### config.mk
export PLATFORM = sky130hd
export DESIGN_NAME = mips_cpu_muldiv
export DESIGN_NICKNAME = d
export VERILOG_FILES = /design/src/rtl/mips_cpu_muldiv.sv
export SDC_FILE = /design/constraint.sdc
export NUM_CORES = 1
export LEC_CHECK = 0
export ABC_AREA = 1
export CORE_MARGIN = 4
export CORE_UTILIZATION = 40
export DETAILED_ROUTE_END_ITERATION = 6
export DONT_BUFFER_PORTS = 1
export PLACE_DENSITY = 0.66
export SYNTH_ARGS = -nofsm -noshare
export SYNTH_HDL_FRONTEND = slang
export SYNTH_SLANG_ARGS = --single-unit
### constraint.sdc
create_clock -name clk -period 3.2 [get_ports clk]
set_input_delay 0.96 -clock clk [delete_from_list [all_inputs] [get_ports clk]]
set_output_delay 0.96 -clock clk [all_outputs]
set_load 0.005 [all_outputs]
### src/rtl/mips_cpu_muldiv.sv
// mips_cpu_muldiv: multi-cycle MULT/MULTU/DIV/DIVU unit for HI/LO; MULDIV_EARLY_TERM_EN enables early multiply exit
module mips_cpu_muldiv #(
  parameter int WIDTH = 32
) (
  input  logic             clk,
  input  logic             reset,
  input  logic             start,
  input  logic [1:0]       op,
  input  logic [WIDTH-1:0] a,
  input  logic [WIDTH-1:0] b,
  output logic             busy,
  output logic             done,
  output logic [WIDTH-1:0] hi,
  output logic [WIDTH-1:0] lo,
  output logic             div_zero
);
  localparam int CW = $clog2(WIDTH);
  typedef enum logic [1:0] {IDLE, CALC, FIX} state_t;
  state_t state, state_n;
  logic [CW-1:0] count;
  logic is_div, neg_q, neg_r, b_zero, calc_end, ge;
  logic sign_a, sign_b;
  logic [WIDTH-1:0] abs_a, abs_b, mplier, rem, quo, divisor, quot, remd;
  logic [2*WIDTH-1:0] acc, mcand, prod;
  logic [WIDTH:0] trial;
  assign sign_a = ~op[0] & a[WIDTH-1];
  assign sign_b = ~op[0] & b[WIDTH-1];
  assign abs_a = sign_a ? -a : a;
  assign abs_b = sign_b ? -b : b;
  assign trial = {rem, quo[WIDTH-1]};
  assign ge = trial >= {1'b0, divisor};
  assign prod = neg_q ? -acc : acc;
  assign quot = neg_q ? -quo : quo;
  assign remd = neg_r ? -rem : rem;
  assign busy = state != IDLE;
`ifdef MULDIV_EARLY_TERM_EN
  assign calc_end = count == CW'(WIDTH - 1) || (!is_div && mplier[WIDTH-1:1] == '0);
`else
  assign calc_end = count == CW'(WIDTH - 1);
`endif
  always_ff @(posedge clk)
    state <= reset ? IDLE : state_n;
  always_comb begin
    state_n = state;
    state_n = state == IDLE ? (start ? CALC : IDLE) :
              state == CALC ? (calc_end ? FIX : CALC) : IDLE;
  end
  always_ff @(posedge clk) begin
    if (reset) begin
      done <= 1'b0;
      div_zero <= 1'b0;
      hi <= '0;
      lo <= '0;
      count <= '0;
      is_div <= 1'b0;
      neg_q <= 1'b0;
      neg_r <= 1'b0;
      b_zero <= 1'b0;
      acc <= '0;
      mcand <= '0;
      mplier <= '0;
      rem <= '0;
      quo <= '0;
      divisor <= '0;
    end else begin
      done <= 1'b0;
      if (state == IDLE && start) begin
        div_zero <= 1'b0;
        is_div <= op[1];
        neg_q <= sign_a ^ sign_b;
        neg_r <= sign_a;
        b_zero <= b == '0;
        count <= '0;
        acc <= '0;
        mcand <= {{WIDTH{1'b0}}, abs_a};
        mplier <= abs_b;
        rem <= '0;
        quo <= abs_a;
        divisor <= abs_b;
      end else if (state == CALC) begin
        count <= count + CW'(1);
        if (is_div) begin
          rem <= ge ? trial[WIDTH-1:0] - divisor : trial[WIDTH-1:0];
          quo <= {quo[WIDTH-2:0], ge};
        end else begin
          if (mplier[0]) acc <= acc + mcand;
          mcand <= mcand << 1;
          mplier <= mplier >> 1;
        end
      end else if (state == FIX) begin
        done <= 1'b1;
        hi <= is_div ? remd : prod[2*WIDTH-1:WIDTH];
        lo <= is_div ? (b_zero ? '1 : quot) : prod[WIDTH-1:0];
        div_zero <= is_div & b_zero;
      end
    end
  end
endmodule

* Yosys cells after proc, flatten, opt, wreduce, memory -nomap -nowiden
Cells that the tools add are included.
** Operators by class
- Add/sub/neg operators :: 8
- Order comparisons :: 1
- Muxes and demuxes :: 23
- Bitwise operators :: 8
- Reduce and logical (&&, ||, !) cells :: 15
- Equal/unequal tests :: 4
** Operators by type and width (number)
- $mux 32 :: 17
- $neg 32->32 :: 4
- $add 64x64->64 :: 1
- $mux 64 :: 1
- $neg 64->64 :: 1
- $ge 33x32->1 :: 1
- $logic_not 32->1 :: 1
- $sub 32x32->32 :: 1
- $reduce_and 2->1 :: 5
- $mux 2 :: 3
- $reduce_and 3->1 :: 2
- $reduce_bool 2->1 :: 3
- $add 5x1->5 const B :: 1
- $eq 5x5->1 const B :: 1
- $not 1->1 :: 4
- $and 1x1->1 :: 3
- $reduce_or 3->1 :: 1
- $eq 2x1->1 const B :: 1
- $eq 2x2->1 const B :: 1
- $logic_not 2->1 :: 1
- $mux 1 :: 2
- $ne 2x1->1 const B :: 1
- $reduce_or 2->1 :: 1
- $logic_and 1x1->1 :: 1
- $xor 1x1->1 :: 1
** Storage, ports and cells
- Input port bits :: 69
- Bits in registers :: 333
- Word-level logic and storage cells :: 76
- Output and inout bits :: 67

* Longest topological paths before layout
- Depth in word-level cells :: 4
- Depth in mapped cells :: 18

* Worst setup path after synthesis
No wires, ideal clock.
- Path type :: input to register
- From :: input a[1]
- To :: register mcand[18]
- Stages :: 12
- Library setup time :: 0.119 ns
- Setup slack :: 0.831 ns
- Arrival time :: 2.250 ns
- Required time :: 3.081 ns
- Buffers on the path :: 0
- Cell sequence :: inv_1 ha_1 nand3_1 inv_1 nand2_1 nor2_1 nand2_1 o21ai_1 nand2_1 or2_2 nand3_1 a21oi_1
** On the way
- Word-level cells in the longest chain between the ends :: 3
** RTL lines
- start, declared :: line 9 : input logic [WIDTH-1:0] a,
- $neg 32->32 :: line 28 : assign abs_a = sign_a ? -a : a;
- $mux 32 :: line 28
- $mux 32 :: line 67 : if (state == IDLE && start) begin
- end signal, assigned :: line 75 : mcand <= {{WIDTH{1'b0}}, abs_a};
- end signal, assigned :: line 87 : mcand <= mcand << 1;
- end, declared :: line 24 : logic [2*WIDTH-1:0] acc, mcand, prod;
No other way between the ends.
A chain may end at the register's enable or synchronous reset.

* Worst setup path after layout
- From :: register divisor[8]
- To :: register rem[4]
** On the way
- Word-level cells in the longest chain between the ends :: 2
** RTL lines
- start, declared :: line 23 : logic [WIDTH-1:0] abs_a, abs_b, mplier, rem, quo, divisor, quot, remd;
- start signal, assigned :: line 79 : divisor <= abs_b;
- $ge 33x32->1 :: line 31 : assign ge = trial >= {1'b0, divisor};
- $mux 32 :: line 83 : rem <= ge ? trial[WIDTH-1:0] - divisor : trial[WIDTH-1:0];
- end signal, assigned :: line 83
- end, declared :: line 23
No other way between the ends.

==> run summary <==
The count of TritonRoute iterations in the first routing pass came out at 6. The violation count after the first detailed-route iteration came out at 2,925. The register area came out at 6669 µm².

The yosys synthesis warning count came out at 0. The most used flip-flop cell after synthesis is sky130_fd_sc_hd__dfxtp_1. In this run switching power makes up 33.18% of total power. The final core area utilization is 43.90%. When the netlist entered floorplanning its net count stood at 4,790. TritonCTS built the clock tree. Compared with the post-synthesis result, the final layout area differs by 8.907%. For this run, design rule violations remaining after detail routing come to 0. The maximum level of the CTS H-tree is 2. Overall power consumption after layout is estimated at 12.30 mW. The sink count of the clock tree is 333. The number of different library cells in the post-synthesis netlist came out at 54. The element type at the critical path end is a register. The shortest period the worst path allows is 2659 ps.

The average instance in the mapped netlist occupies 5.729 µm². Once the clock tree was built, the resizer swapped 0 gates to a different size. The via-per-instance ratio came out at 5.355. Walking the worst path, the cells encountered are inv_1, ha_1, nand2_1, nor2_2, nand3_1, nand3_2, nand2_1, nand2_2, nand2_2, nand2_4, buf_4, o21ai_0, o21ai_0, inv_1. The via count came out at 29,160. The placer congestion estimate came out at 0.9863. The area inside the core boundary is 65,630 µm².

The clock buffer count from CTS is 41. Clock latency on the worst-skew pair, taken at its later pin, is 590 ps. The worst setup path is of the register to register kind.

The gate count after technology mapping is 4,617. The repair_antennas step left the layout with diodes totalling 0. The period utilization is 83.09%. Among cell families on the critical path, the largest total delay comes from simple AND/OR/NAND/NOR gates. For this run, global-route usage on met2 was measured as 43.85%. The analysis attributes to net switching a power of 4.081 mW. The worst max-slew margin expressed relative to the limit came out at 37.66%.

The maximum vdd ir drop came out at 458.5 µV. The worst stage delay on the critical path is 390 ps. The worst hold path class is primary input to register. Cell internal power was estimated by the tool at 8.219 mW. The total of max-cap violations came out at 0. The worst register-to-register path begins at divisor[8]$_SDFFE_PP0P_. The longest clock path from root to sink contains 3 buffers. The quantity of I/O buffers inserted on ports came out at 0. The max-slew violation count is 0.

The antenna violation net count after detailed routing is 0. The placement row count is 94. The count of flip-flops with a built-in enable after synthesis came out at 0. Clock-pin slew was measured on the worst setup and hold paths at 60 ps.

The cell area after synthesis came out at 26,450 µm². The number of ports placed on the die boundary came out at 136. The total wirelength of the detailed-routed design is 100,000 µm. The hold violation count in the final report is 0. The final instance area is 28,810 µm². Derived from the worst setup path, the maximum achievable clock frequency is 376.1 MHz. The total leakage power is 14.69 nW. The area enclosed by the die boundary is 70,310 µm².

The worst endpoint required time came out at 3660 ps. The final count of negative-setup-slack endpoints is 0. The multi-input combinational cells in the finished layout cover a total of 16,350 µm².

The most critical setup path has its startpoint at divisor[8]$_SDFFE_PP0P_. The met3 routing resource usage after global routing is 4.745%. The startpoint identified for the worst hold timing path is reset.

In the final timing run, aggregate negative setup slack is 0 ps. The fraction of final layout cells with drive strength greater than 1 is 4.322%. After clock tree synthesis, the flow added hold-fix buffers numbering 0. In this run, the clock network consumes 42.0% of the power.

CTS placed an instance of sky130_fd_sc_hd__clkbuf_16 at the clock tree root. The arrival time of the worst setup path is 3120 ps. The total overflow left after global routing is 0. Of the synthesized area, sequential elements account for 25.20%. The first global-routing pass estimated 152,700 µm of wire.

STA classifies the critical path startpoint as a register. Setup repair after global routing left no endpoint under its margin. The flow ran to the end, and the final reports show no timing, DRC or antenna violations. The number of global-route vias before repair came out at 26,500.

The fraction of met1 tracks used by global routing came out at 36.07%. For this design, the slowest cell found on the critical path is sky130_fd_sc_hd__nand2_4. Dividing total power by cell area gives a power density of 427.0 nW/µm². The average wire per standard cell came out at 18.37 µm. Summing all placed instances gives a cell area of 27,330 µm². After legalization and detailed placement, the total HPWL measured 79,080 µm. The number of buffers inserted by post-CTS setup repair came out at 0. The initial core utilization came out at 40.31%. Across the routed clock network, the largest skew measured is 25.26 ps. The die height came out at 265.2 µm. The slew at the pin closest to its max-slew limit came out at 935.1 ps.

Entering global routing, the biggest net connects 90 pins. The number of flip-flops and latches in the synthesized netlist came out at 333. Combinational logic is responsible for 20.9% of the overall power. The number of fillers in the final layout is 7,142. The number of buffer and inverter instances along the worst setup path came out at 3.

The fraction of synthesis flops using an asynchronous set or reset pin is 0%. Across every metal layer, demand over resource in global routing totals 27.21%. The initial antenna violation count came out at 3.

Along the worst path, the maximum fanout reaches 40. The floorplan die width came out at 265.2 µm. The sequential cell fraction of total power is 37.2%.

After global routing, the most crowded layer is met2. The net count of the finished layout is 4,722.
## cells in the mapped netlist, types with 4 or more instances
master / count / area share, %
sky130_fd_sc_hd__nand2_1: 1227 / 17
sky130_fd_sc_hd__inv_1: 729 / 10
sky130_fd_sc_hd__nor2_1: 485 / 6.9
sky130_fd_sc_hd__o21ai_0: 461 / 8.7
sky130_fd_sc_hd__a21oi_1: 414 / 7.8
sky130_fd_sc_hd__dfxtp_1: 333 / 25
sky130_fd_sc_hd__nand3_1: 331 / 6.3
sky130_fd_sc_hd__clkbuf_1: 111 / 1.6
sky130_fd_sc_hd__ha_1: 102 / 4.8
sky130_fd_sc_hd__nand4_1: 58 / 1.4
sky130_fd_sc_hd__xor2_1: 51 / 1.7
sky130_fd_sc_hd__nor3_1: 49 / 0.93
sky130_fd_sc_hd__buf_2: 27 / 0.51
sky130_fd_sc_hd__o211ai_1: 21 / 0.60
sky130_fd_sc_hd__o21bai_1: 20 / 0.57
sky130_fd_sc_hd__o22ai_1: 20 / 0.47
sky130_fd_sc_hd__nand3b_1: 18 / 0.51
sky130_fd_sc_hd__buf_1: 15 / 0.21
sky130_fd_sc_hd__inv_2: 15 / 0.21
sky130_fd_sc_hd__nor2_2: 14 / 0.33
sky130_fd_sc_hd__nand2_2: 11 / 0.26
sky130_fd_sc_hd__o21ai_1: 11 / 0.21
sky130_fd_sc_hd__a31oi_1: 10 / 0.24
sky130_fd_sc_hd__o21a_1: 9 / 0.26
sky130_fd_sc_hd__a21o_1: 5 / 0.14
sky130_fd_sc_hd__nor2_4: 5 / 0.21
sky130_fd_sc_hd__nor4_1: 5 / 0.12
sky130_fd_sc_hd__o221ai_1: 5 / 0.17
sky130_fd_sc_hd__o31ai_1: 5 / 0.14
sky130_fd_sc_hd__xnor2_1: 5 / 0.17
sky130_fd_sc_hd__a31oi_2: 4 / 0.19
sky130_fd_sc_hd__or2_2: 4 / 0.095
## placed cells by master, fill, tap and decap left out, types with 4 or more instances in the layout
cell | synthesis | final
sky130_fd_sc_hd__dfxtp_1 | 333 | 331
sky130_fd_sc_hd__o31ai_1 | 5 | 5
sky130_fd_sc_hd__o21ai_0 | 461 | 461
sky130_fd_sc_hd__nor2_4 | 5 | 6
sky130_fd_sc_hd__o21bai_1 | 20 | 20
sky130_fd_sc_hd__o21ai_1 | 11 | 11
sky130_fd_sc_hd__clkbuf_8 | 0 | 5
sky130_fd_sc_hd__nor4_1 | 5 | 5
sky130_fd_sc_hd__a31oi_2 | 4 | 4
sky130_fd_sc_hd__nand2_1 | 1227 | 1224
sky130_fd_sc_hd__a31oi_1 | 10 | 10
sky130_fd_sc_hd__clkinv_2 | 0 | 12
sky130_fd_sc_hd__nand3_1 | 331 | 331
sky130_fd_sc_hd__xor2_1 | 51 | 51
sky130_fd_sc_hd__clkinvlp_4 | 0 | 5
sky130_fd_sc_hd__ha_1 | 102 | 102
sky130_fd_sc_hd__inv_2 | 15 | 16
sky130_fd_sc_hd__nand4_1 | 58 | 58
sky130_fd_sc_hd__o221ai_1 | 5 | 5
sky130_fd_sc_hd__nor2_1 | 485 | 482
sky130_fd_sc_hd__nand3b_1 | 18 | 18
sky130_fd_sc_hd__buf_12 | 0 | 6
sky130_fd_sc_hd__inv_1 | 729 | 727
sky130_fd_sc_hd__o211ai_1 | 21 | 21
sky130_fd_sc_hd__nor3_1 | 49 | 49
sky130_fd_sc_hd__or2_2 | 4 | 4
sky130_fd_sc_hd__nor2_2 | 14 | 16
sky130_fd_sc_hd__a21o_1 | 5 | 5
sky130_fd_sc_hd__o21a_1 | 9 | 9
sky130_fd_sc_hd__bufinv_16 | 0 | 7
sky130_fd_sc_hd__xnor2_1 | 5 | 5
sky130_fd_sc_hd__o22ai_1 | 20 | 20
sky130_fd_sc_hd__buf_4 | 1 | 40
sky130_fd_sc_hd__a21oi_1 | 414 | 414
sky130_fd_sc_hd__nand2_2 | 11 | 13
sky130_fd_sc_hd__clkbuf_16 | 0 | 42
## power groups by stage
stage	clock (mW)	sequential, mW	combinational, mW
3_3_place_gp	0	4.65	2.50
5_1_grt	5.37	4.58	2.85
4_1_cts	5.20	4.56	2.52
3_5_place_dp	0	4.65	2.50
2_1_floorplan	0	4.54	1.85
6_report	5.16	4.57	2.57
## registers in the layout, indices dropped and copies added, names as in the netlist
name and cells:
rem 32, divisor 32, quo 32, acc 64, done 1, hi 32, mcand 64, mplier 32
div_zero 1, state 2, is_div 1, count 5, neg_q 1, lo 32, b_zero 1, neg_r 1
## kinds of logic (layout without fill, tap and decap cells)
logic type | after synthesis | count (layout) | synth area share (%)
simple gates | 2222 | 2222 | 34.91
compound gates | 998 | 998 | 19.98
buf+inv | 904 | 868 | 13.08
flops | 333 | 333 | 25.20
fa+ha+maj | 104 | 104 | 4.976
xor+xnor | 56 | 56 | 1.854
## through the flow
step,setup slack [ps],hold WS [ps],std cells
after CTS,581.2,431.3,5445
after floorplan,831.0,422.8,4617
after global placement,428.8,447.0,5370
after global routing,337.1,425.1,5445
after detailed placement,431.8,450.7,5370
final,541.0,441.9,5445
## final timing paths
path / endpoint / slack [ps] / cells past startpoint
worst max-delay path: rem[4]$_SDFFE_PP0P_ / 540 / 14
worst min register to register: divisor[24]$_SDFFE_PP0P_ / 470 / 2
worst max register to register: rem[4]$_SDFFE_PP0P_ / 540 / 14
worst min-delay path: done$_SDFF_PP0_ / 440 / 1
## area by class of cell
class / instances / share of cell area [%]
repair buffers: 46 / 1.459
clock inverters: 27 / 1.238
flip-flops and latches: 333 / 23.15
inverters: 747 / 9.746
clock buffers: 48 / 3.900
well taps: 864 / 3.752
multi-input cells: 3380 / 56.76
## worst register-to-register path, delay by kind of cell (launching register included)
family	cells	cell delay, ps
buffers and inverters	3	420
adders and majority gates	1	370
AOI/OAI and AO/OA	2	230
and+or+nand+nor	8	1220
DFF	1	310
## metal layers
layer	routed length (µm)	up-vias
met4	5062	4
met3	8179	220
li1	-	14690
met2	43600	1046
met5	27	-
met1	43170	13200
Power figures use the tool's default switching activity.
